[src/rtl/display_scheduler.sv]
`default_nettype none
// display_scheduler: shares one 4-digit display among four requesters using round-robin
// arbitration, a tick-based minimum hold time and a one-cycle blank gap on every hand-off.
module display_scheduler #(
   parameter int unsigned PRESCALE   = 100000,
   parameter int unsigned HOLD_TICKS = 500,
   parameter logic [15:0] IDLE_VALUE = 16'h0000
) (
   input  logic        clk,
   input  logic        reset,
   input  logic [3:0]  req,
   input  logic [63:0] req_data,
   output logic [3:0]  grant,
   output logic [1:0]  disp_src,
   output logic [15:0] disp_value,
   output logic        disp_valid,
   output logic        tick
);

   localparam int PW = $clog2(PRESCALE);
   localparam int HW = $clog2(HOLD_TICKS + 1);

   typedef enum logic [1:0] {
      ST_IDLE = 2'd0,
      ST_SHOW = 2'd1,
      ST_GAP  = 2'd2
   } state_t;

   state_t        state_q, state_d;
   logic [PW-1:0] pre_q, pre_d;
   logic [HW-1:0] hold_q, hold_d;
   logic [1:0]    last_q, last_d;
   logic [1:0]    src_q, src_d;
   logic [3:0]    grant_q, grant_d;
   logic [15:0]   value_q, value_d;
   logic          valid_q, valid_d;

   logic          tick_now;
   logic          hold_done;
   logic          other_req;
   logic          win_found;
   logic [1:0]    win_idx;
   logic [1:0]    cand;

   assign tick_now  = (pre_q == PW'(PRESCALE - 1));
   assign hold_done = (hold_q == HW'(HOLD_TICKS));
   assign other_req = |(req & ~grant_q);

   // Search starts one past the last winner, so every source gets its turn.
   always_comb begin
      win_found = 1'b0;
      win_idx   = 2'd0;
      cand      = 2'd0;
      for (int k = 1; k <= 4; k++) begin
         cand = last_q + 2'(k);
         if (!win_found && req[cand]) begin
            win_found = 1'b1;
            win_idx   = cand;
         end
      end
   end

   always_comb begin
      pre_d   = tick_now ? '0 : pre_q + PW'(1);
      state_d = state_q;
      hold_d  = hold_q;
      last_d  = last_q;
      src_d   = src_q;
      grant_d = grant_q;
      value_d = value_q;
      valid_d = valid_q;

      case (state_q)
         ST_IDLE, ST_GAP: begin
            if (win_found) begin
               state_d = ST_SHOW;
               hold_d  = '0;
               last_d  = win_idx;
               src_d   = win_idx;
               grant_d = 4'b0001 << win_idx;
               value_d = req_data[{win_idx, 4'b0000} +: 16];
               valid_d = 1'b1;
            end else begin
               state_d = ST_IDLE;
               grant_d = 4'b0000;
               value_d = IDLE_VALUE;
               valid_d = 1'b0;
            end
         end
         ST_SHOW: begin
            if (!req[src_q] || (hold_done && other_req)) begin
               state_d = ST_GAP;
               grant_d = 4'b0000;
               value_d = IDLE_VALUE;
               valid_d = 1'b0;
            end else begin
               value_d = req_data[{src_q, 4'b0000} +: 16];
               if (tick_now && !hold_done) begin
                  hold_d = hold_q + HW'(1);
               end
            end
         end
         default: begin
            state_d = ST_IDLE;
            grant_d = 4'b0000;
            value_d = IDLE_VALUE;
            valid_d = 1'b0;
         end
      endcase
   end

   // last_q resets to 3 so that source 0 leads the first search after reset.
   always_ff @(posedge clk or negedge reset) begin
      if (!reset) begin
         state_q <= ST_IDLE;
         pre_q   <= '0;
         hold_q  <= '0;
         last_q  <= 2'd3;
         src_q   <= 2'd0;
         grant_q <= 4'b0000;
         value_q <= IDLE_VALUE;
         valid_q <= 1'b0;
      end else begin
         state_q <= state_d;
         pre_q   <= pre_d;
         hold_q  <= hold_d;
         last_q  <= last_d;
         src_q   <= src_d;
         grant_q <= grant_d;
         value_q <= value_d;
         valid_q <= valid_d;
      end
   end

   assign grant      = grant_q;
   assign disp_src   = src_q;
   assign disp_value = value_q;
   assign disp_valid = valid_q;
   assign tick       = tick_now;

endmodule

`default_nettype wire

[config.mk]
export PLATFORM = sky130hd
export DESIGN_NAME = display_scheduler
export DESIGN_NICKNAME = d
export VERILOG_FILES = /design/src/rtl/display_scheduler.sv
export SDC_FILE = /design/constraint.sdc
export NUM_CORES = 1
export LEC_CHECK = 0
export CAP_MARGIN = 20
export CORE_MARGIN = 1.5
export CORE_UTILIZATION = 35
export DETAILED_ROUTE_END_ITERATION = 8
export GPL_TIMING_DRIVEN = 0
export SETUP_SLACK_MARGIN = 0.5
export SLEW_MARGIN = 20
export SYNTH_ARGS = -nofsm -noshare
export SYNTH_HDL_FRONTEND = slang
export SYNTH_SLANG_ARGS = --single-unit
export TNS_END_PERCENT = 20
[constraint.sdc]
create_clock -name clk -period 6.2 [get_ports clk]
set_input_delay 0.62 -clock clk [delete_from_list [all_inputs] [get_ports clk]]
set_output_delay 0.62 -clock clk [all_outputs]
set_load 0.01 [all_outputs]
Yosys cells after proc, flatten, opt, wreduce, memory -nomap -nowiden
Index checks and enable logic that the tools add are counted.
W data, S select, Z words.

cells by class
  shifts and indexed selects = 3
  equality and inequality tests = 8
  multiplexer cells = 35
  reduce and logical (&&, ||, !) cells = 17
  bitwise logic cells = 2
  $add $sub $neg = 5
  $lt $le $gt $ge = 5

operators with widths
  cell                     count
  $shiftx A64 B7 Y16       2
  $mux W16                 2
  $pmux W16 S2             1
  $mux W9                  3
  $pmux W9 S2              1
  $add A17 B1 Y17 const B  1
  $eq A17 B17 Y1 const B   1
  $mux W17                 1
  $lt A2 B3 Y1 const B     5
  $mux W1                  12
  $bmux W1 S2              5
  $mux W2                  5
  $add A9 B1 Y9 const B    1
  $eq A9 B9 Y1 const B     1
  $mux W4                  2
  $ne A2 B2 Y1 const B     4
  $pmux W4 S2              1
  $logic_and A1 B1 Y1      5
  $logic_not A1 Y1         5
  $add A2 B2 Y2 const B    2
  $and A4 B4 Y4            1
  $not A4 Y4               1
  $pmux W2 S2              1
  $reduce_and A4 Y1        1
  11 further kinds         11

word-level totals
  input port bits = 70
  register bits after elaboration = 53
  output and inout port bits = 24
  logic and storage cells = 83

Depth between registers and ports, before layout
Gate-level depths: netlist of run 1.

  depth in word-level cells = 16
  mapped depth = 10
  depth with buffers taken out = 8

Worst setup path after synthesis of run 1
OpenSTA, ideal clock, no wires.

  kind = reg-to-reg
  from = reg src_q[0] (netlist: disp_src[0])
  to = reg grant_q[1] (netlist: grant[1])
  path slack = 4123 ps
  buffers on the path = 3
  data arrival time = 1955 ps
  stages on the path, launching flop included = 8
  setup time = 122 ps
  data required time = 6078 ps
  period minus slack after synthesis = 2077 ps
  cells stage by stage = dfrtp_1 -> buf_4 -> mux4_1 -> a21boi_2 -> nor2b_1 -> clkbuf_1 -> buf_2 -> a32o_1

between the ends
  cells in the longest elaborated chain, start to end = 5

ends and longest elaborated chain
  element                        RTL line  source
  start, declared                33        logic [1:0] src_q, src_d;
  start signal, assigned         128       src_q <= src_d;
  $bmux W1 S2                    91        if (!req[src_q] || (hold_done && other_req)) begin
  $mux W1 (not written as such)  91
  $logic_not A1 Y1               91
  $logic_or A1 B1 Y1             91
  $ne A2 B2 Y1 (no line)         --
  end signal, assigned           129       grant_q <= grant_d;
  end, declared                  34        logic [3:0] grant_q, grant_d;

No other way between the ends. The select of a mux whose other input is x is not followed.
A chain may end at the register's enable or synchronous reset.

Final worst setup path of run 1
  from = in req[3]
  to = reg value_q[0] (netlist: disp_value[0])

between the ends
  cells in the longest elaborated chain, start to end = 15
  elaborated cells between the ends (all ways) = 33
  classes of those cells = shift (1); mux (21); bitwise (1); reduce/logical (10)

ends and longest elaborated chain
  element                        RTL line  source
  start, declared                11        input logic [3:0] req,
  $bmux W1 S2                    56        if (!win_found && req[cand]) begin
  $mux W1 (not written as such)  56
  $mux W1                        56
  $logic_not A1 Y1               56
  $logic_and A1 B1 Y1            56
  $mux W1                        56
  $logic_not A1 Y1               56
  $logic_and A1 B1 Y1            56
  $mux W1                        56
  $logic_not A1 Y1               56
  $logic_and A1 B1 Y1            56
  $mux W2                        56
  $shiftx A64 B7 Y16             81        value_d = req_data[{win_idx, 4'b0000} +: 16];
  $mux W16                       75        if (win_found) begin
  $pmux W16 S2 *                 73        case (state_q)
  net value_d[0]                 35        logic [15:0] value_q, value_d;
  end signal, assigned           130       value_q <= value_d;
  end, declared                  35

Mark *: on every way through the listed nets, which the timed path passes. The rest lies on a longest branch. The select of a mux whose other input is x is not followed.

==> reports/results.tsv, run 1 <==
metric	value	unit
status	finished clean	
finClkSkew	0.0104	ns
synth_seq_cells	53	
setup.worst_path.start_class	primary input	
cp_data_arrival_time	3.12	ns
cts_hold_buf	0	
synth.distinct_cells	48	
finalHoldViolations	0	
maxCapViolCount	0	
postRouteAntennaNets	0	
max_stage_delay	0.55	ns
p_seq_share	30.3	%
fin_nets	463	
ys_warn_count	0	
p_comb_share	54.5	%
area_delta_synth_final	36.5	%
row_count	34	
path_class	in -> reg	
async_reset_ff_share	100	%
endpoint_kind	flip-flop	
crit_fanout	10	
powerDensity	360	mW/mm^2
setup_viol	0	
tns	0	ns
fin_ws	3.25	ns
portBuffers	93	
globalplace.congestion	0.803	
synth_simple_gate_area_share	16.5	%
leakage	1.83	nW
cts_buffer_depth	2	
r2r-start	last_q[0]$_DFFE_PN1P_	
dpl-instance-area	0.00429	mm^2
ys_seq_area_share	41.1	%
syn_inst	290	
synth.avg_cell_area	11.1	um^2
synth_top_family_by_area	multiplexers	
crit_path_start	req[3]	
grt_max_degree	54	
final_area	0.00441	mm^2
cp_num_buf_inv	2	
post-route-drc-count	0	
power.net_switching	0.599	mW
peakVddDrop	0.138	mV
max_slew_margin	43.2	%
cts_tree	done	
final_common_cell	clkdlybuf4s50_1	
cts-root-buf	clkbuf_8	
grt_use_total	17.3	%
place_ws	2.85	ns
grt_pass1_vias	2731	
muxShareOfSynthArea	22.2	%
synth_compound_area_share	11.8	%
path_clk_slew	0.10	ns
required	6.37	ns
grt_first_pass_wirelength	13400	um
vias	2699	
fin_crit	2.95	ns
die_w	99.1	um
viasPerCell	5.41	
grt_setup_unrepaired	no	
path_delay_family	simple AND/OR/NAND/NOR gates	
antenna_cells	0	
whs	0.345	ns
maxSlewViolCount	0	
slowest_stage	nor4_1	
yosys.area_share.xor_xnor	4.34	%
yosys.area_share.adder	1.16	%
antenna_found_initial	0	
core_area	0.00885	mm^2
p_sw_share	37.7	%
wl_per_cell	16.4	um
post_cts_resized	0	
htree_levels	2	
clkPwrFrac	15.2	%
clock_latency	0.31	ns
intPower	0.988	mW
cts_made_buffers	5	
die_area	0.00981	mm^2
timing.fmax	339	MHz
routed_wl	8190	um
globalRouteOverflowTotal	0	
cts_setup_buffers	0	
synth_flop_cell	dfrtp_1	
die_h	99.1	um
hold_path.class	in -> async	
clock-sinks	53	
drt_iter0_drc	54	
io_pins	94	
first_pass_iters	4	
syn_area	0.00323	mm^2
fillers	830	
layout_common_cells	clkdlybuf4s50_1 (92), dfrtp_1 (51), nand2_1 (43)	
drive_gt1_share	12.0	%
synth_edf_count	0	
start_util	36.5	%
path_cells	clkdlybuf4s50_1 > nor4_1 > nor2_1 > nand2_1 > clkbuf_1 > o221ai_1	
worstMarginPinSlew	0.852	ns
fin_crit_sh	47.6	%
synthesis.nets	363	
hpwl	6100	um
## Yosys cell counts, types with 2 or more instances
| cell | count | area, um^2 |
|---|---|---|
| dfrtp_1 | 51 | 1280 |
| nand2_1 | 43 | 161 |
| mux2i_1 | 33 | 330 |
| nor2_1 | 19 | 71.3 |
| o221ai_1 | 17 | 149 |
| mux4_2 | 16 | 360 |
| xor2_1 | 10 | 87.6 |
| buf_2 | 7 | 35.0 |
| nand2b_1 | 7 | 43.8 |
| clkbuf_1 | 6 | 22.5 |
| inv_1 | 6 | 22.5 |
| nand3_1 | 6 | 30.0 |
| o21ai_0 | 6 | 30.0 |
| xnor2_1 | 6 | 52.6 |
| a21oi_1 | 4 | 20.0 |
| o21a_1 | 4 | 30.0 |
| a32o_1 | 3 | 30.0 |
| ha_1 | 3 | 37.5 |
| nand4_1 | 3 | 18.8 |
| o2111ai_1 | 3 | 26.3 |
| o211ai_1 | 3 | 22.5 |
| and2_1 | 2 | 12.5 |
| and3_1 | 2 | 12.5 |
| and4bb_2 | 2 | 25.0 |
| dfstp_2 | 2 | 52.6 |
| nor2b_1 | 2 | 12.5 |
| nor3_1 | 2 | 10.0 |
| or4_1 | 2 | 15.0 |
## flip-flops by register name, summed over array words and instances, names as in the netlist
signal / flops
hold_q: 9
last_q: 2
disp_value: 16
grant: 4
pre_q: 17
state_q: 2
disp_src: 2
disp_valid: 1
## area by class of cell
cell class | instances | area, um^2 | area share, %
clock buffer | 5 | 68.8 | 1.56
buffer | 14 | 65.1 | 1.48
tap | 108 | 135 | 3.07
multi-input combinational | 216 | 1810 | 41.0
clock inverter | 3 | 46.3 | 1.05
sequential | 53 | 1330 | 30.1
inverter | 7 | 26.3 | 0.596
timing repair buffer | 93 | 928 | 21.1
## power by group through the flow
| stage | sequential, mW | combinational [mW] | clock (mW) |
|---|---|---|---|
| 2_1_floorplan | 0.516 | 0.510 | 0 |
| 3_3_place_gp | 0.488 | 0.867 | 0 |
| 3_5_place_dp | 0.488 | 0.874 | 0 |
| 4_1_cts | 0.482 | 0.877 | 0.253 |
| 5_1_grt | 0.493 | 0.943 | 0.262 |
| 6_report | 0.481 | 0.864 | 0.242 |
## cells by family after synthesis
family,after synthesis
AND/OR/NAND/NOR,100
AO/OA/AOI/OAI,47
buffers and inverters,21
flip-flops,53
XOR/XNOR,16
multiplexers,50
adder cells (fa/ha/maj),3
## path summary, 6_finish.rpt
check,cells after the start,slack [ns],endpoint
setup reg to reg,8,3.85,disp_value[0]$_DFF_PN0_
hold reg to reg,1,0.49,pre_q[0]$_DFF_PN0_
setup / recovery,6,3.25,disp_value[0]$_DFF_PN0_
max in group asynchronous,1,5.40,hold_q[8]$_DFFE_PN0P_
min in group clk,1,0.49,pre_q[0]$_DFF_PN0_
hold / removal,1,0.34,pre_q[6]$_DFF_PN0_
## metal layers
metal  track usage, %  share of wire, %
met1             20.6                42
met4             4.33               1.4
met2             30.2                50
met3             5.74               6.8
met5                0                 0
## metrics by stage
stage                     utilization, %  std cells  power, mW
after floorplan                        -        290       1.03
after global placement              48.5        491       1.35
after detailed placement            48.5        491       1.36
after CTS                           49.8        499       1.61
after global routing                49.8        499       1.70
final                               49.8        499       1.59
Power figures use the tool's default switching activity.
==> inputs of run 2 (changes only) <==
Clock period 6.2 ns to 3 ns, I/O delays scaled along.
==> run 2 against run 1 <==
Combinational power increased by 110%. Routed wire length increased by 0.41%. Core utilization increased by 0.33 points. Worst hold slack got worse by 0.31 ns. Via count decreased by 0.41%. Sequential power increased by 110%. Critical path type is now reg -> reg. Critical endpoint is now disp_value[5]$_DFF_PN0_. Largest power group unchanged.
==> reports/results.tsv, run 2 (synthesis results as in run 1) <==
metric	value	unit	change
die_area	0.00981	mm^2	unchanged
start_util	36.5	%	unchanged
grt_pass1_vias	2731		unchanged
core_area	0.00885	mm^2	unchanged
wl_per_cell	16.4	um	about the same
post-route-drc-count	0		unchanged
drive_gt1_share	13.5	%	+1.5 points
path_clk_slew	0.10	ns	about the same
hpwl	6100	um	unchanged
crit_fanout	10		unchanged
path_class	reg -> reg		
finalHoldViolations	0		unchanged
clock_latency	0.31	ns	about the same
area_delta_synth_final	37.4	%	
setup_viol	0		unchanged
antenna_cells	0		unchanged
leakage	1.84	nW	+0.63%
peakVddDrop	0.286	mV	+110%
globalplace.congestion	0.803		unchanged
r2r_setup_slack	0.65	ns	-3.20 ns
r2r-start	last_q[0]$_DFFE_PN1P_		
die_h	99.1	um	unchanged
regArea	0.00133	mm^2	unchanged
cts_hold_buf	0		unchanged
layout_common_cells	clkdlybuf4s50_1 (92), dfrtp_1 (51), nand2_1 (43)		
postRouteAntennaNets	0		unchanged
multi_input_area	0.00182	mm^2	+0.48%
reg2reg_to	disp_value[5]$_DFF_PN0_		
cts_buffer_depth	2		unchanged
fin_crit	2.35	ns	
vias	2688		-0.41%
timing.fmax	426	MHz	
fin_crit_sh	78.3	%	
fin_total_pwr	3.29	mW	+110%
status	finished clean		
worstMarginPinSlew	0.860	ns	+0.00827 ns
final_common_cell	clkdlybuf4s50_1		
max_slew_margin	42.7	%	-0.55 points
largest_register_ffs	17		unchanged
crit_path_start	last_q[0]$_DFFE_PN1P_		
cp_data_arrival_time	2.52	ns	-0.60 ns
cts-root-buf	clkbuf_8		
grt_max_degree	54		unchanged
cts_made_buffers	5		unchanged
viasPerCell	5.37		-0.81%
fin_nets	465		+0.43%
cts_tree	done		
whs	0.0303	ns	-0.315 ns
htree_levels	2		unchanged
io_pins	94		unchanged
die_w	99.1	um	unchanged
reg2regPathDepth	8		unchanged
grt_first_pass_wirelength	13400	um	unchanged
hold_path.class	in -> async		
fillers	824		-0.72%
regMostFlops	pre_q		
clock-sinks	53		unchanged
globalRouteOverflowTotal	0		unchanged
powerDensity	741	mW/mm^2	+110%
first_pass_iters	4		unchanged
endpoint_kind	flip-flop		
finClkSkew	0.0111	ns	+0.000642 ns
grt_use_total	17.3	%	unchanged
row_count	34		unchanged
portBuffers	93		unchanged
setup.worst_path.start_class	flip-flop		
routed_wl	8230	um	+0.41%
maxCapViolCount	0		unchanged
required	3.17	ns	-3.20 ns
maxSlewViolCount	0		unchanged
grt_setup_unrepaired	yes		
antenna_found_initial	0		unchanged
utilization	50.1	%	+0.33 points
drt_iter0_drc	65		+20%
run 2: through the flow:
step	setup slack, ns	std cells	TNS, ns	cell area [um^2]
floorplan	0.923	290	0	3230
global placement	-0.0904	491	-4.42	4300
detailed placement	-0.0348	491	-0.146	4290
CTS	0.527	499	0	4420
global route	0.494	501	0	4440
finish	0.652	501	0	4440
run 2: worst max path at each step:
| stage | slack [ns] | end | depth (start not counted) |
|---|---|---|---|
| 2_1_floorplan | 0.92 | grant[1]$_DFFE_PN0P_ | 7 |
| 3_3_place_gp | -0.09 | disp_value[15]$_DFF_PN0_ | 1 |
| 3_5_place_dp | -0.03 | disp_value[1]$_DFF_PN0_ | 6 |
| 4_1_cts | 0.53 | tick | 5 |
| 5_1_grt | 0.49 | disp_value[13]$_DFF_PN0_ | 8 |
| 6_report | 0.65 | disp_value[5]$_DFF_PN0_ | 8 |
run 2: what timing repair did:
action | in CTS | in global routing
setup endpoints to repair | 15 | 19
gates resized for setup | 2 | 2
buffers inserted | 0 | 2
cloned | 0 | 0
endpoints found under the hold margin | 0 | 0
run 2: layout make-up:
| type | count | share of cell area [%] |
|---|---|---|
| sequential | 53 | 29.9 |
| inverter | 7 | 0.677 |
| buffer | 14 | 1.49 |
| clock buffer | 5 | 1.55 |
| timing repair buffer | 95 | 21.3 |
| clock inverter | 3 | 1.04 |
| multi-input combinational | 216 | 41.0 |
| tap | 108 | 3.05 |
run 2: report_power, final:
part	leakage, nW	switching [mW]	internal (mW)
clock network	0.0543	0.250	0.250
registers	0.685	0.0902	0.904
logic	1.10	0.902	0.890
total	1.84	1.24	2.04
run 2: worst max-delay path, cell delays in order (launching register included):
cell       delay, ns
dfstp_2         0.53
inv_1           0.08
a2bb2oi_1       0.14
o221ai_1        0.20
buf_2           0.31
nor2b_1         0.22
buf_2           0.35
mux2i_1         0.23
o221ai_1        0.15
run 2: metal layers:
metal	GRT usage, %	wire length [um]	up-vias
met5	0	0	-
met2	30.2	4070	69
li1	-	-	1293
met1	20.6	3490	1317
met4	4.33	116	0
met3	5.74	551	9
